[src/rtl/clz_normalise.sv]
// rtl/clz_normalise.sv - two-stage pipelined mantissa/exponent normaliser around a leading-zero counter

module clz #(
    parameter int half_bits_in = 8,
    localparam int bits_in     = 2 * half_bits_in,
    localparam int bits_out    = $clog2(bits_in)
) (
    input  logic [bits_in-1:0]  data,
    output logic [bits_out-1:0] lz,
    output logic                nz
);

    // Scan upward so the highest set bit is the last one to write lz.
    always_comb begin
        lz = '0;
        nz = 1'b0;
        for (int i = 0; i < bits_in; i++) begin
            if (data[i]) begin
                lz = bits_out'(bits_in - 1 - i);
                nz = 1'b1;
            end
        end
    end

endmodule

module clz_normalise #(
    parameter int half_bits_in = 8,
    localparam int bits_in     = 2 * half_bits_in,
    localparam int bits_out    = $clog2(bits_in)
) (
    input  logic                clk,
    input  logic                rst,
    input  logic                in_valid,
    output logic                in_ready,
    input  logic [bits_in-1:0]  in_data,
    output logic                out_valid,
    input  logic                out_ready,
    output logic [bits_in-1:0]  out_mant,
    output logic [bits_out-1:0] out_exp,
    output logic                out_zero
);

    logic                a_valid_q, a_valid_d;
    logic [bits_in-1:0]  a_data_q, a_data_d;
    logic                b_valid_q, b_valid_d;
    logic [bits_in-1:0]  out_mant_q, out_mant_d;
    logic [bits_out-1:0] out_exp_q, out_exp_d;
    logic                out_zero_q, out_zero_d;

    logic [bits_out-1:0] lz;
    logic                nz;
    logic                b_advance;
    logic                in_fire;
    logic [bits_in-1:0]  mant;
    logic [bits_out-1:0] exp_val;

    clz #(.half_bits_in(half_bits_in)) u_clz (
        .data (a_data_q),
        .lz   (lz),
        .nz   (nz)
    );

    // in_ready looks through stage B so a full pipe still accepts while draining.
    assign b_advance = !b_valid_q || out_ready;
    assign in_ready  = !a_valid_q || b_advance;
    assign in_fire   = in_valid && in_ready;

    always_comb begin
        mant    = '0;
        exp_val = '0;
        if (nz) begin
            mant    = a_data_q << lz;
            exp_val = bits_out'(bits_in - 1) - lz;
        end
    end

    always_comb begin
        a_valid_d  = a_valid_q;
        a_data_d   = a_data_q;
        b_valid_d  = b_valid_q;
        out_mant_d = out_mant_q;
        out_exp_d  = out_exp_q;
        out_zero_d = out_zero_q;
        if (in_fire) begin
            a_valid_d = 1'b1;
            a_data_d  = in_data;
        end else if (b_advance) begin
            a_valid_d = 1'b0;
        end
        if (b_advance) begin
            b_valid_d  = a_valid_q;
            out_mant_d = mant;
            out_exp_d  = exp_val;
            out_zero_d = !nz;
        end
    end

    always_ff @(posedge clk or posedge rst) begin
        if (rst) begin
            a_valid_q  <= 1'b0;
            a_data_q   <= '0;
            b_valid_q  <= 1'b0;
            out_mant_q <= '0;
            out_exp_q  <= '0;
            out_zero_q <= 1'b0;
        end else begin
            a_valid_q  <= a_valid_d;
            a_data_q   <= a_data_d;
            b_valid_q  <= b_valid_d;
            out_mant_q <= out_mant_d;
            out_exp_q  <= out_exp_d;
            out_zero_q <= out_zero_d;
        end
    end

    assign out_valid = b_valid_q;
    assign out_mant  = out_mant_q;
    assign out_exp   = out_exp_q;
    assign out_zero  = out_zero_q;

endmodule

[config.mk]
export PLATFORM = sky130hd
export DESIGN_NAME = clz_normalise
export DESIGN_NICKNAME = d
export VERILOG_FILES = /design/src/rtl/clz_normalise.sv
export SDC_FILE = /design/constraint.sdc
export NUM_CORES = 1
export LEC_CHECK = 0
export CORE_MARGIN = 2
export CORE_UTILIZATION = 40
export CTS_CLUSTER_SIZE = 24
export DETAILED_ROUTE_END_ITERATION = 12
export GPL_TIMING_DRIVEN = 0
export HOLD_SLACK_MARGIN = 0.1
export PLACE_DENSITY_LB_ADDON = 0.25
export SETUP_SLACK_MARGIN = 0.5
export SYNTH_ARGS = -nofsm -noshare
export SYNTH_HDL_FRONTEND = slang
export SYNTH_HIERARCHICAL = 1
export SYNTH_SLANG_ARGS = --single-unit
[constraint.sdc]
create_clock -name clk -period 2.6 [get_ports clk]
set_input_delay 0.52 -clock clk [delete_from_list [all_inputs] [get_ports clk]]
set_output_delay 0.52 -clock clk [all_outputs]
set_load 0.01 [all_outputs]
### Word level (Yosys, flattened, before mapping)

Index checks and enable logic that the tools add are counted.

| cells by class | value |
|---|---|
| add/sub/neg operators | 1 |
| shifts and indexed selects | 1 |
| mux-type cells | 36 |
| reduce and logical (&&, ||, !) cells | 7 |

Operators by type and width:

| operator | count |
|---|---|
| $mux W4 | 17 |
| $mux W1 | 18 |
| $mux W16 | 1 |
| $shl A16 B4 Y16 | 1 |
| $sub A4 B4 Y4 const A | 1 |
| $logic_not A1 Y1 | 3 |
| $logic_or A1 B1 Y1 | 2 |
| $reduce_bool A2 Y1 | 1 |
| $logic_and A1 B1 Y1 | 1 |

| storage, ports and cells | value |
|---|---|
| flip-flop bits (word level) | 39 |
| input bits | 20 |
| output and inout port bits | 23 |
| logic and storage cells | 51 |

### Logic depth before layout (Yosys ltp)

| logic depth | value |
|---|---|
| depth in word-level cells | 18 |
| depth in mapped cells | 9 |
| depth with buffers taken out | 8 |

### Hierarchy

Netlist, hierarchy kept.

Modules (own cells, without submodules):

| module | times used | cells an instance | area each (sq um) | sequential area each (sq um) |
|---|---|---|---|---|
| clz_normalise | 1 | 161 | 2040.7 | 975.9 |
| clz | 1 | 33 | 178.9 | 0.0 |

### Worst setup path after synthesis

Ideal clock, no wire load.

| path | value |
|---|---|
| kind | flip-flop to flip-flop |
| from | register a_data_q[1] |
| to | register out_mant_q[15], in the netlist out_mant[15] |
| library setup time | 0.126 ns |
| arrival time | 2.304 ns |
| data required time | 2.474 ns |
| setup slack | 0.170 ns |
| stages on the path, launching flop included | 9 |
| buffers on the path | 1 |
| clock period less this slack | 2.430 ns |
| cell sequence | dfrtp_1 inv_1 a21oi_1 o311a_2 o22ai_1 buf_6 mux2_1 mux4_2 a221o_1 |

| between the ends | value |
|---|---|
| word-level cells in the longest chain between the ends | 17 |
| elaborated cells on any way between the ends | 32 |
| classes of those cells | 1 x shift; 31 x mux |

RTL lines:

| item | RTL line | text |
|---|---|---|
| from (decl) | 45 | `logic [bits_in-1:0] a_data_q, a_data_d;` |
| from (signal assigned) | 109 | `a_data_q <= a_data_d;` |
| $mux W4 (15 in a row) | 18 | `if (data[i]) begin` |
| named net lz[0] | 51 | `logic [bits_out-1:0] lz;` |
| $shl A16 B4 Y16 | 73 | `mant = a_data_q << lz;` |
| $mux W16 | 72 | `if (nz) begin` |
| to (signal assigned) | 111 | `out_mant_q <= out_mant_d;` |
| to (decl) | 47 | `logic [bits_in-1:0] out_mant_q, out_mant_d;` |

The timed path passes the listed nets, and every way through them passes these cells.
A chain may end at the register's enable or synchronous reset.

### Final worst setup path

| path | value |
|---|---|
| from | register a_data_q[9] |
| to | register out_mant_q[15], in the netlist out_mant[15] |

| between the ends | value |
|---|---|
| word-level cells in the longest chain between the ends | 9 |
| elaborated cells on any way between the ends | 16 |
| classes of those cells | 1 x shift; 15 x mux |

RTL lines:

| item | RTL line |
|---|---|
| $mux W4 (7 in a row) | 18 |
| named net lz[0] | 51 |
| $shl A16 B4 Y16 | 73 |
| $mux W16 | 72 |

The timed path passes the listed nets, and every way through them passes these cells.

==> metrics.csv <==
metric;value;unit
met2 WL;2.80;mm
FMAX;410;MHz
Syn Inst Count;194;
pre-CTS setup slack;0.00905;ns
cts bufs inserted;5;
GR Overflow Total;0;
DIE HEIGHT;78.5;um
Syn Area/Cell;11.4;um2
Bufs and invs on worst path;1;
commonest non-fill, non-tap cells in the layout;clkdlybuf4s50_1, dfrtp_1, nand2_1;
slew margin rel.;47.5;%
final wirelength;5.38;mm
Synth Area in Simple Gates;14.2;%
Worst setup EP type;register;
mux contribution to synthesized area;28.6;%
Final GP Congestion;0.780;
routed len/inst;16.0;um
Ys Warns;6;
Final ANT Viol Nets;0;
Max VDD drop;0.274;mV
endpoints failing setup;0;
hold crit path type;reg2reg;
Max Used Layer;met4;
metal1 wirelength;2.29;mm
clk slew on worst S/H paths;0.07;ns
ANT cells;0;
Layout Skew;0.00455;ns
leak pwr;1.32;nW
CTS tree;built;
post-synthesis adder-cell area fraction;0;%
deepest clock path buffer count;2;
Clock Latency Late Sink;0.29;ns
Crit path largest cell delay;0.47;ns
post-synthesis xor/xnor area fraction;0;%
total of max-cap violations;0;
Crit-path slowest cell;mux4_2;
Worst EP arrival;2.62;ns
Slew @ Worst Pin;0.786;ns
DRC;0;
largest net degree at the start of global routing;40;
sequential area share after synthesis;44.0;%
H-tree levels;2;
HPWL after detailed placement;3.52;mm
CP Max Fanout;5;
drt pass-1 iters;4;
crit-path leading delay family;multiplexers;
area grow syn2layout;46.7;%
PwrDens;741;nW/um2
first-pass GRT wire length;9.35;mm
startpoint type of the worst setup path;register;
die area;6160;um2
commonest non-fill, non-tap cell in the layout;clkdlybuf4s50_1;
Yosys reg bits;39;
unrepaired setup endpoints after global routing;yes;
initial antenna violation count;0;
Final Hold Fails;0;
Crit path required time;2.78;ns
io pins;43;
core area;5440;um2
Final Max Slew Viols;0;
Tmin final;2.44;ns
Synth Area in Compound Gates;9.98;%
Final nets;284;
Cell Chain, Critical Path;nor2b_4 > nor3_4 > nand3_2 > o22ai_4 > buf_6 > mux2_4 > mux4_2 > a221o_1;
routed vias/inst;5.40;
Fin Setup TNS;0;ns
Synth Net Count;214;
die width;78.5;um
synth unique cells;37;
largest family of logic cells by synthesized area;multiplexers;
Rows;27;
Starting Density;40.8;%
Setup CP Type;reg2reg;
outcome;finished, final reports clean;
GRT Overall Usage;19.5;%
crit share post-route;93.8;%
root buffer cell;clkbuf_8;
vias in the first global route;1909;
total clock sinks;39;
Post-Syn Area;2220;um2
# port buffers;42;
share of layout cells above drive strength 1;39.8;%
PnR Total Power;2.41;mW
Setup WS post-layout;0.161;ns
1st-iter DRT viols;102;
via count;1814;
met3 WL;218;um
==> Yosys cell counts (all sizes together) <==
library cell / instances / area [um2]
nand4b: 1 / 8.76
a221o: 4 / 40.0
nor4: 2 / 25.0
a22oi: 3 / 22.5
a21oi: 5 / 25.0
o22ai: 2 / 12.5
nand3: 3 / 15.0
nor2b: 3 / 18.8
mux2: 25 / 297
o311a: 1 / 11.3
and3: 1 / 6.26
a32o: 2 / 20.0
nand2b: 5 / 31.3
nor3b: 2 / 15.0
mux2i: 9 / 90.1
clkbuf: 5 / 18.8
nand4: 1 / 6.26
and4: 1 / 8.76
o21ai: 7 / 35.0
a31oi: 1 / 6.26
nor2: 15 / 56.3
a22o: 2 / 17.5
o31ai: 2 / 15.0
o221ai: 1 / 8.76
nor3: 3 / 15.0
buf: 5 / 31.3
mux4: 11 / 248
dfrtp: 39 / 976
nand2: 23 / 86.3
o21a: 1 / 7.51
nand3b: 3 / 22.5
inv: 6 / 22.5
==> repair_timing <==
item,in CTS,in global routing
pin swaps,5,6
buffers inserted,18,2
setup endpoints to repair,28,19
resized for setup,50,17
cloned,1,0
hold buffers,0,0
==> metrics by stage <==
step / util [%] / cell area [um2] / hold slack (ns) / instances
CTS: 58.4 / 3170 / 0.465 / 334
finish: 59.9 / 3260 / 0.462 / 336
global placement: 50.5 / 2750 / 0.442 / 308
floorplan: - / 2240 / 0.435 / 194
detailed placement: 50.5 / 2750 / 0.447 / 308
global route: 59.9 / 3260 / 0.499 / 336
==> sequential cells by signal, indices dropped and copies added (netlist names) <==
signal and flops:
a_data_q 16, out_valid 1, out_zero 1, a_valid_q 1, out_exp 4, out_mant 16
==> report_power, final <==
group	switching (mW)	total (mW)	internal [mW]	leakage, nW
Sequential	0.127	0.872	0.745	0.451
Combinational	0.458	1.13	0.672	0.818
Clock	0.203	0.411	0.208	0.0470
==> per-layer routing <==
metal  vias up  track usage (%)
li1        864                -
met1       891             23.7
met2        47             34.1
met3        12             4.71
met4         0             6.32
met5         -                0
==> logic make-up (layout without fill, tap and decap cells) <==
kind of cell | after synthesis | in the layout
buf+inv | 16 | 86
mux | 45 | 45
simple gates | 63 | 63
flops | 39 | 39
compound gates | 31 | 31
==> layout make-up <==
cell class / instances / area, um2
sequential: 39 / 987
buffer: 10 / 81.3
tap: 72 / 90.1
fill: 468 / 2180
clock inverter: 1 / 5.00
clock buffer: 6 / 82.6
inverter: 6 / 25.0
timing repair buffer: 63 / 597
multi-input combinational: 139 / 1390
==> worst reg2reg max path, stage by stage (launching register included) <==
cell     delay (ns)
dfrtp_2        0.41
nor2b_4        0.13
nor3_4         0.17
nand3_2        0.11
o22ai_4        0.22
buf_6          0.17
mux2_4         0.32
mux4_2         0.47
a221o_1        0.32
==> final timing paths <==
kind | start | slack [ns] | depth (start not counted) | end
worst max register to register | a_data_q[9] | 0.16 | 8 | out_mant[15]
min in group asynchronous | rst | 0.69 | 2 | out_zero
worst max-delay path | a_data_q[9] | 0.16 | 8 | out_mant[15]
max in group asynchronous | rst | 1.36 | 2 | a_data_q[0]
worst min register to register | a_valid_q | 0.46 | 1 | out_valid
worst min-delay path | a_valid_q | 0.46 | 1 | out_valid
Note: power is estimated with default switching activity, not from simulation.
